### src/rtl/ahb_apb_bridge_pkg.sv
// ahb_apb_bridge_pkg
// Shared definitions for the AHB-lite to APB bridge: htrans and hresp
// encodings, the OKAY/ERROR response constants, the bridge FSM state
// enum and a helper that classifies a transfer type as active.
`timescale 1ns/1ps
package ahb_apb_bridge_pkg;

  localparam logic [1:0] HTRANS_IDLE   = 2'b00;
  localparam logic [1:0] HTRANS_BUSY   = 2'b01;
  localparam logic [1:0] HTRANS_NONSEQ = 2'b10;
  localparam logic [1:0] HTRANS_SEQ    = 2'b11;

  localparam logic [1:0] HRESP_OKAY  = 2'b00;
  localparam logic [1:0] HRESP_ERROR = 2'b01;

  typedef enum logic [2:0] {
    ST_IDLE   = 3'd0,
    ST_SETUP  = 3'd1,
    ST_ACCESS = 3'd2,
    ST_ERR1   = 3'd3,
    ST_ERR2   = 3'd4
  } state_e;

  // NONSEQ and SEQ carry a real transfer; IDLE and BUSY do not.
  function automatic logic is_active_trans(input logic [1:0] trans);
    logic active;
    case (trans)
      HTRANS_NONSEQ, HTRANS_SEQ: active = 1'b1;
      HTRANS_IDLE, HTRANS_BUSY:  active = 1'b0;
      default:                   active = 1'b0;
    endcase
    return active;
  endfunction

endpackage

### src/rtl/ahb_apb_dec.sv
// ahb_apb_dec
// Combinational address decoder. Slave i owns the window
// [BASE_ADDR + i*2^WIN_LOG2, BASE_ADDR + (i+1)*2^WIN_LOG2 - 1].
// Addresses below BASE_ADDR never hit: the subtraction is not allowed
// to wrap into a valid window.
// Ports:
//   addr_i  in  32       address to decode
//   sel_o   out NUM_SLV  one-hot slave select (all zero on a miss)
//   hit_o   out 1        address falls inside one of the windows
`timescale 1ns/1ps
module ahb_apb_dec
  import ahb_apb_bridge_pkg::*;
#(
  parameter int          NUM_SLV   = 8,
  parameter logic [31:0] BASE_ADDR = 32'h00A0_0000,
  parameter int          WIN_LOG2  = 16
) (
  input  logic [31:0]        addr_i,
  output logic [NUM_SLV-1:0] sel_o,
  output logic               hit_o
);

  logic [31:0] off_s;
  logic [31:0] idx_s;

  assign off_s = addr_i - BASE_ADDR;
  assign idx_s = off_s >> WIN_LOG2;
  assign hit_o = (addr_i >= BASE_ADDR) && (idx_s < 32'(NUM_SLV));

  // Expand the window index into a one-hot select, gated by the hit flag.
  always_comb begin
    sel_o = '0;
    for (int i = 0; i < NUM_SLV; i++) begin
      sel_o[i] = hit_o && (idx_s == 32'(i));
    end
  end

endmodule

### src/rtl/ahb_apb_bridge_n.sv
// ahb_apb_bridge_n
// AHB-lite slave to APB master bridge serving NUM_SLV APB slaves on a
// single clock. Each AHB transfer becomes one APB SETUP + ACCESS pair;
// unmapped addresses and APB slave errors produce the two-cycle AHB
// ERROR response.
// Optional feature: define AHB_APB_BRIDGE_N_TIMEOUT_EN to abort an APB
// access after TIMEOUT pready-low ACCESS cycles (ERROR response).
// Without it ACCESS waits indefinitely and no counter exists.
// Ports:
//   hclk, hreset            clock, async active-high reset
//   hsel, hready_in, hwrite AHB select, bus ready, direction
//   haddr, hwdata, htrans   AHB address, write data, transfer type
//   hrdata, hready, hresp   AHB read data and response
//   paddr, pwdata           APB address and write data
//   pwrite, penable         APB direction and enable strobe
//   psel                    APB one-hot slave select (NUM_SLV)
//   pready, pslverr         APB per-slave ready / error (NUM_SLV)
//   prdata                  APB read data, slave i at [32i+31:32i]
`timescale 1ns/1ps
module ahb_apb_bridge_n
  import ahb_apb_bridge_pkg::*;
#(
  parameter int          NUM_SLV   = 8,
  parameter logic [31:0] BASE_ADDR = 32'h00A0_0000,
  parameter int          WIN_LOG2  = 16,
  parameter int          TIMEOUT   = 255
) (
  input  logic                   hclk,
  input  logic                   hreset,
  input  logic                   hsel,
  input  logic                   hready_in,
  input  logic                   hwrite,
  input  logic [31:0]            haddr,
  input  logic [31:0]            hwdata,
  input  logic [1:0]             htrans,
  output logic [31:0]            hrdata,
  output logic                   hready,
  output logic [1:0]             hresp,
  output logic [31:0]            paddr,
  output logic [31:0]            pwdata,
  output logic                   pwrite,
  output logic                   penable,
  output logic [NUM_SLV-1:0]     psel,
  input  logic [NUM_SLV-1:0]     pready,
  input  logic [NUM_SLV-1:0]     pslverr,
  input  logic [32*NUM_SLV-1:0]  prdata
);

  state_e               state_q, state_d;
  logic [31:0]          paddr_q;
  logic [31:0]          pwdata_q;
  logic                 pwrite_q;
  logic [NUM_SLV-1:0]   sel_q;

  logic                 valid_s;
  logic                 accept_s;
  logic                 dec_hit_s;
  logic [NUM_SLV-1:0]   dec_sel_s;
  logic                 slv_ready_s;
  logic                 slv_err_s;
  logic [31:0]          slv_rdata_s;
  logic                 tmo_hit_s;

  ahb_apb_dec #(
    .NUM_SLV   (NUM_SLV),
    .BASE_ADDR (BASE_ADDR),
    .WIN_LOG2  (WIN_LOG2)
  ) u_dec (
    .addr_i (haddr),
    .sel_o  (dec_sel_s),
    .hit_o  (dec_hit_s)
  );

  assign valid_s = hsel & hready_in & is_active_trans(htrans);
  // A new transfer is taken only in cycles where this bridge itself
  // signals hready=1 (IDLE, good ACCESS completion, ERR2).
  assign accept_s = valid_s & hready;

  assign slv_ready_s = |(pready & sel_q);
  assign slv_err_s   = |(pslverr & sel_q);

  assign paddr  = paddr_q;
  assign pwrite = pwrite_q;
  // hwdata arrives in the SETUP cycle (AHB data phase); it is shown
  // directly then and held from the register during ACCESS.
  assign pwdata = (state_q == ST_SETUP) ? hwdata : pwdata_q;

  // Read data mux for the selected slave (one-hot AND-OR).
  always_comb begin
    slv_rdata_s = 32'h0000_0000;
    for (int i = 0; i < NUM_SLV; i++) begin
      slv_rdata_s = slv_rdata_s | (prdata[i*32 +: 32] & {32{sel_q[i]}});
    end
  end

`ifdef AHB_APB_BRIDGE_N_TIMEOUT_EN
  localparam int TMO_W = (TIMEOUT > 1) ? $clog2(TIMEOUT + 1) : 1;
  logic [TMO_W-1:0] tmo_cnt_q, tmo_cnt_d;

  // Count pready-low ACCESS cycles; flag the TIMEOUT-th one.
  always_comb begin
    tmo_cnt_d = '0;
    tmo_hit_s = 1'b0;
    if ((state_q == ST_ACCESS) && !slv_ready_s) begin
      if (tmo_cnt_q == TMO_W'(TIMEOUT - 1)) begin
        tmo_hit_s = 1'b1;
        tmo_cnt_d = '0;
      end else begin
        tmo_cnt_d = tmo_cnt_q + TMO_W'(1);
      end
    end else begin
      tmo_cnt_d = '0;
    end
  end

  // Timeout counter register.
  always_ff @(posedge hclk or posedge hreset) begin
    if (hreset) begin
      tmo_cnt_q <= '0;
    end else begin
      tmo_cnt_q <= tmo_cnt_d;
    end
  end
`else
  logic [31:0] tmo_unused_s;
  assign tmo_unused_s = 32'(TIMEOUT);
  assign tmo_hit_s    = 1'b0;
`endif

  // FSM state register.
  always_ff @(posedge hclk or posedge hreset) begin
    if (hreset) begin
      state_q <= ST_IDLE;
    end else begin
      state_q <= state_d;
    end
  end

  // FSM next-state logic.
  always_comb begin
    state_d = state_q;
    case (state_q)
      ST_IDLE, ST_ERR2: begin
        if (accept_s) begin
          state_d = dec_hit_s ? ST_SETUP : ST_ERR1;
        end else begin
          state_d = ST_IDLE;
        end
      end
      ST_SETUP: state_d = ST_ACCESS;
      ST_ACCESS: begin
        if (slv_ready_s) begin
          if (slv_err_s) begin
            state_d = ST_ERR2;
          end else if (accept_s) begin
            state_d = dec_hit_s ? ST_SETUP : ST_ERR1;
          end else begin
            state_d = ST_IDLE;
          end
        end else if (tmo_hit_s) begin
          state_d = ST_ERR1;
        end else begin
          state_d = ST_ACCESS;
        end
      end
      ST_ERR1: state_d = ST_ERR2;
      default: state_d = ST_IDLE;
    endcase
  end

  // FSM outputs: AHB response and APB select/enable.
  always_comb begin
    hready  = 1'b1;
    hresp   = HRESP_OKAY;
    hrdata  = 32'h0000_0000;
    psel    = '0;
    penable = 1'b0;
    case (state_q)
      ST_IDLE: begin
        hready = 1'b1;
      end
      ST_SETUP: begin
        hready = 1'b0;
        psel   = sel_q;
      end
      ST_ACCESS: begin
        psel    = sel_q;
        penable = 1'b1;
        if (slv_ready_s) begin
          if (slv_err_s) begin
            hready = 1'b0;
            hresp  = HRESP_ERROR;
          end else begin
            hready = 1'b1;
            hrdata = pwrite_q ? 32'h0000_0000 : slv_rdata_s;
          end
        end else begin
          hready = 1'b0;
        end
      end
      ST_ERR1: begin
        hready = 1'b0;
        hresp  = HRESP_ERROR;
      end
      ST_ERR2: begin
        hready = 1'b1;
        hresp  = HRESP_ERROR;
      end
      default: begin
        hready = 1'b1;
      end
    endcase
  end

  // Address-phase capture and write-data hold for the APB side.
  always_ff @(posedge hclk or posedge hreset) begin
    if (hreset) begin
      paddr_q  <= 32'h0000_0000;
      pwrite_q <= 1'b0;
      sel_q    <= '0;
      pwdata_q <= 32'h0000_0000;
    end else begin
      // Unmapped transfers leave the APB bus untouched.
      if (accept_s && dec_hit_s) begin
        paddr_q  <= haddr;
        pwrite_q <= hwrite;
        sel_q    <= dec_sel_s;
      end
      if (state_q == ST_SETUP) begin
        pwdata_q <= hwdata;
      end
    end
  end

endmodule

### config.mk
export PLATFORM = sky130hd
export DESIGN_NAME = ahb_apb_bridge_n
export DESIGN_NICKNAME = d
export VERILOG_FILES = /design/src/rtl/ahb_apb_bridge_pkg.sv /design/src/rtl/ahb_apb_dec.sv /design/src/rtl/ahb_apb_bridge_n.sv
export SDC_FILE = /design/constraint.sdc
export NUM_CORES = 1
export LEC_CHECK = 0
export CORE_AREA = 4 4 175 177
export DETAILED_ROUTE_END_ITERATION = 10
export DIE_AREA = 0 0 179 181
export PLACE_DENSITY = 0.58
export SYNTH_ARGS = -nofsm -noshare
export SYNTH_HDL_FRONTEND = slang
export SYNTH_SLANG_ARGS = --single-unit
export TNS_END_PERCENT = 1
### constraint.sdc
create_clock -name hclk -period 2.2 [get_ports hclk]
set_input_delay 0.33 -clock hclk [delete_from_list [all_inputs] [get_ports hclk]]
set_output_delay 0.33 -clock hclk [all_outputs]
set_load 0.01 [all_outputs]
==> results <==
- The run finished, with violations left.
- The final reports fail on setup timing.
- The floorplan die width is 179 um.
- The synthesized instance count is 426.
- The storage element area is 1910 um2.
- The floorplan step defined a core boundary enclosing 29200 um2.
- Along the worst path, the maximum fanout reaches 8.
- The number of primary I/O pins is 452.
- Final hold analysis gives a worst-case slack of 0.258 ns.
- For this run, design rule violations remaining after detail routing come to 0.
- Routability-driven placement finished with a final weighted congestion of 0.862.
- Using the TritonRoute via totals, the vias-per-cell ratio works out to 4.55.
- The via count of the first global-routing pass came to 6420.
- The min-delay analysis places its worst path in the category input pin to asynchronous set/reset pin.
- In this run the clock root is driven by a sky130_fd_sc_hd__clkbuf_16.
- The synthesized net count is 770.
- The number of antenna violations at the first check in global routing is 9.
- The count of buffers from port buffering is 449.
- The type of destination of the critical path is an output pin.
- Setup slack on the critical path of the routed design comes to -0.543 ns.
- Leaving out fill and tap cells, the most frequent cells in the layout are sky130_fd_sc_hd__clkdlybuf4s50_1 (368), sky130_fd_sc_hd__dfrtp_1 (68), sky130_fd_sc_hd__a22oi_1 (67).
- The number of DRC violations after detailed-routing iteration 0 is 187.
- The xor/xnor share of the synthesized area is 0.192%.
- The initial utilization of the core area, before any placement, comes to 15.6%.
- Power spread over the standard cell area amounts to 508 nW/um2.
- The total number of vias is 5912.
- The die is 181 um tall.
- The worst setup skew after layout is 0.00774 ns.
- In this run, distinct cell masters in the synthesized netlist total 39.
- Counting the fill cells in the layout gives 2936.
- After synthesis the netlist holds a flip-flop and latch count of 76.
- After routing the design area is 10600 um2.
- A synthesized cell averages 10.7 um2.
- The clock passes through at most 2 buffers.
- The number of failing setup endpoints in the final timing report is 81.
- The library cell used most frequently in the layout, excluding fill and tap cells, is sky130_fd_sc_hd__clkdlybuf4s50_1.
- The Yosys step of the flow raised 0 warnings.
- The actual slew at the worst max-slew pin is 0.599 ns.
- The area of the mapped netlist is 4570 um2.
- The share of final-layout standard cells stronger than drive strength 1 is 27.4%.
- The maximum level of the CTS H-tree is 3.
- The count of nets left with antenna violations after detail routing is 0.
- The first detailed-routing pass ran for 4 iterations.
- The headroom to the max-slew limit is 60.1%.
- The data required time at the worst endpoint is 1.87 ns.
- The first-pass GRT wire length is 41600 um.
- The maximum ir drop on the vdd rail is 0.000510 V.
- The number of flops mapped to enable cells by yosys is 0.
- The minimum period implied by the final worst setup slack is 2.74 ns.
- The clock slew seen by the registers of the worst setup and hold paths is 0.06 ns.
- STA classifies the critical path startpoint as a register.
- The final setup TNS is -23.82 ns.
- The fraction of registers with async set or reset after synthesis is 100%.
- Across the run, the number of max-cap violations was 0.
- After Yosys synthesis, full adders, half adders and majority gates account for 0.274% of the synthesized area.
- The number of failing hold endpoints at the final stage came to 0.
- The leading register cell type out of synthesis is sky130_fd_sc_hd__dfrtp_1.
- Entering global routing, the biggest net connects 43 pins.
- The share of synthesized area spent on multiplexers is 15.8%.
- The TritonCTS clock tree is built.
- The max-slew violation total from the final report is 0.
- The post-place instance area is 9940 um2.
- The number of cell rows is 63.
- In the final routed layout, each cell accounts on average for 23.1 um.
- The post-cts hold buffer count is 0.
- The area fraction in and, or, nand and nor cells after synthesis is 6.79%.
- Data arrives at the worst endpoint at 2.41 ns.
- The dominant combinational cell family by area after synthesis is compound AO/OA/AOI/OAI gates.
- The final wirelength is 30000 um.
- Relative to the synthesized area, the layout overhead comes to 132%.
- The maximum clock frequency is 0.365 GHz.
- In this run, CTS created clock tree buffers numbering 9.
- The worst setup slack after placement is -1.15 ns.
- Sequential elements use 41.6% of the synthesized area.
- The die covers 32400 um2.
- The share of the cycle needed by the critical path after routing is 125%.
- The wire-length estimate of the detail-placed layout is 22900 um.
- The latest clock arrival within the worst-skew pair is 0.34 ns.
- The fraction of the mapped netlist area in compound gates is 30.3%.
- The global-route congestion overflow total is 0.
- The setup path with the least slack is of type register to output pin.
- The multi-input combinational cells in the finished layout cover a total of 2890 um2.
- The tree built by TritonCTS fans out to 76 sinks.
- The static leakage power is 4.18 nW.
- In the global route stage, overall resource usage came out at 17.4%.
- The post-layout net count is 1242.
- Setup repair after global routing could not meet its margin everywhere.
- The utilization after layout is 36.2%.
[area by class of cell]
cell class	instances	area share (%)
Tap cell	390	4.61
Clock buffer	10	2.16
Antenna cell	5	0.118
Sequential cell	76	18.1
Timing Repair Buffer	507	46.4
Inverter	6	0.225
Clock inverter	6	1.06
Multi-Input combinational cell	298	27.3
[cells in the mapped netlist, types with 2 or more instances]
cell | count | area share [%]
sky130_fd_sc_hd__dfrtp_1 | 76 | 42
sky130_fd_sc_hd__a22oi_1 | 72 | 12
sky130_fd_sc_hd__mux2_2 | 63 | 16
sky130_fd_sc_hd__clkbuf_1 | 37 | 3.0
sky130_fd_sc_hd__a221oi_1 | 32 | 6.1
sky130_fd_sc_hd__a22o_1 | 32 | 6.1
sky130_fd_sc_hd__a31oi_1 | 32 | 4.4
sky130_fd_sc_hd__nor2b_1 | 18 | 2.5
sky130_fd_sc_hd__nor2_1 | 8 | 0.66
sky130_fd_sc_hd__inv_1 | 6 | 0.49
sky130_fd_sc_hd__nand2_1 | 4 | 0.33
sky130_fd_sc_hd__o21ai_0 | 4 | 0.44
sky130_fd_sc_hd__buf_2 | 3 | 0.33
sky130_fd_sc_hd__buf_6 | 3 | 0.74
sky130_fd_sc_hd__nand4_1 | 3 | 0.41
sky130_fd_sc_hd__a21o_1 | 2 | 0.33
sky130_fd_sc_hd__a21oi_1 | 2 | 0.22
sky130_fd_sc_hd__buf_1 | 2 | 0.16
sky130_fd_sc_hd__nand2b_1 | 2 | 0.27
sky130_fd_sc_hd__nand3_1 | 2 | 0.22
sky130_fd_sc_hd__nor3_1 | 2 | 0.22
sky130_fd_sc_hd__nor3b_1 | 2 | 0.33
sky130_fd_sc_hd__nor4_1 | 2 | 0.27
sky130_fd_sc_hd__nor4b_1 | 2 | 0.38
[registers in the layout, summed over array words and instances, names as in the netlist]
register  flops
sel_q         8
paddr        32
pwdata_q     32
pwrite        1
state_q       3
[worst max-delay path, stage by stage, from the launching register on]
cell and delay (ns):
sky130_fd_sc_hd__dfrtp_2 0.43, sky130_fd_sc_hd__a22oi_2 0.19, sky130_fd_sc_hd__nand4_1 0.15, sky130_fd_sc_hd__nand2b_4 0.17
sky130_fd_sc_hd__or4_4 0.61, sky130_fd_sc_hd__buf_16 0.21, sky130_fd_sc_hd__a31oi_2 0.15, sky130_fd_sc_hd__buf_2 0.15
[timing repair]
item	in CTS	in global routing
hold endpoints to repair	0	0
endpoints found under the setup margin	115	115
resized for setup	248	65
pin swaps	6	3
setup buffers	4	1
gates cloned	3	0
[kinds of logic after synthesis]
family	after synthesis
XOR/XNOR	1
AND/OR/NAND/NOR	52
flip-flops	76
other	1
AO/OA/AOI/OAI	179
buffers and inverters	52
multiplexers	64
adder cells (fa/ha/maj)	1
[stage by stage]
step / power (mW) / cells
after floorplan: 2.32 / 426
after CTS: 5.33 / 1293
after detailed placement: 3.73 / 1270
final: 5.38 / 1298
after global placement: 3.72 / 1270
after global routing: 5.66 / 1297
[per-layer routing]
metal  track usage [%]  vias up  routed length, um
li1                  -     2658                  -
met1              20.0     2868              11400
met2              29.8      346              14600
met3              5.71       36               3160
met4              6.63        4                838
met5                 0        -                 27
[path summary, 6_finish.rpt]
path | startpoint | to | slack, ns | cells after the start
setup / recovery | sel_q[1] | hrdata[19] | -0.54 | 7
hold / removal | hreset | paddr[5] | 0.26 | 2
setup reg to reg | sel_q[1] | paddr[23] | 0.13 | 7
hold reg to reg | paddr[21] | paddr[21] | 0.47 | 1
max in group asynchronous | hreset | paddr[22] | 1.36 | 3
min in group hclk | haddr[22] | paddr[22] | 0.37 | 3
[power breakdown]
group	switching, mW	internal [mW]	total [mW]	leakage (nW)
sequential	0.0722	1.66	1.73	1.03
combinational	0.717	1.22	1.93	2.99
clock	0.601	1.11	1.71	0.167
total	1.39	3.99	5.38	4.18
(Power assumes the default switching activity.)
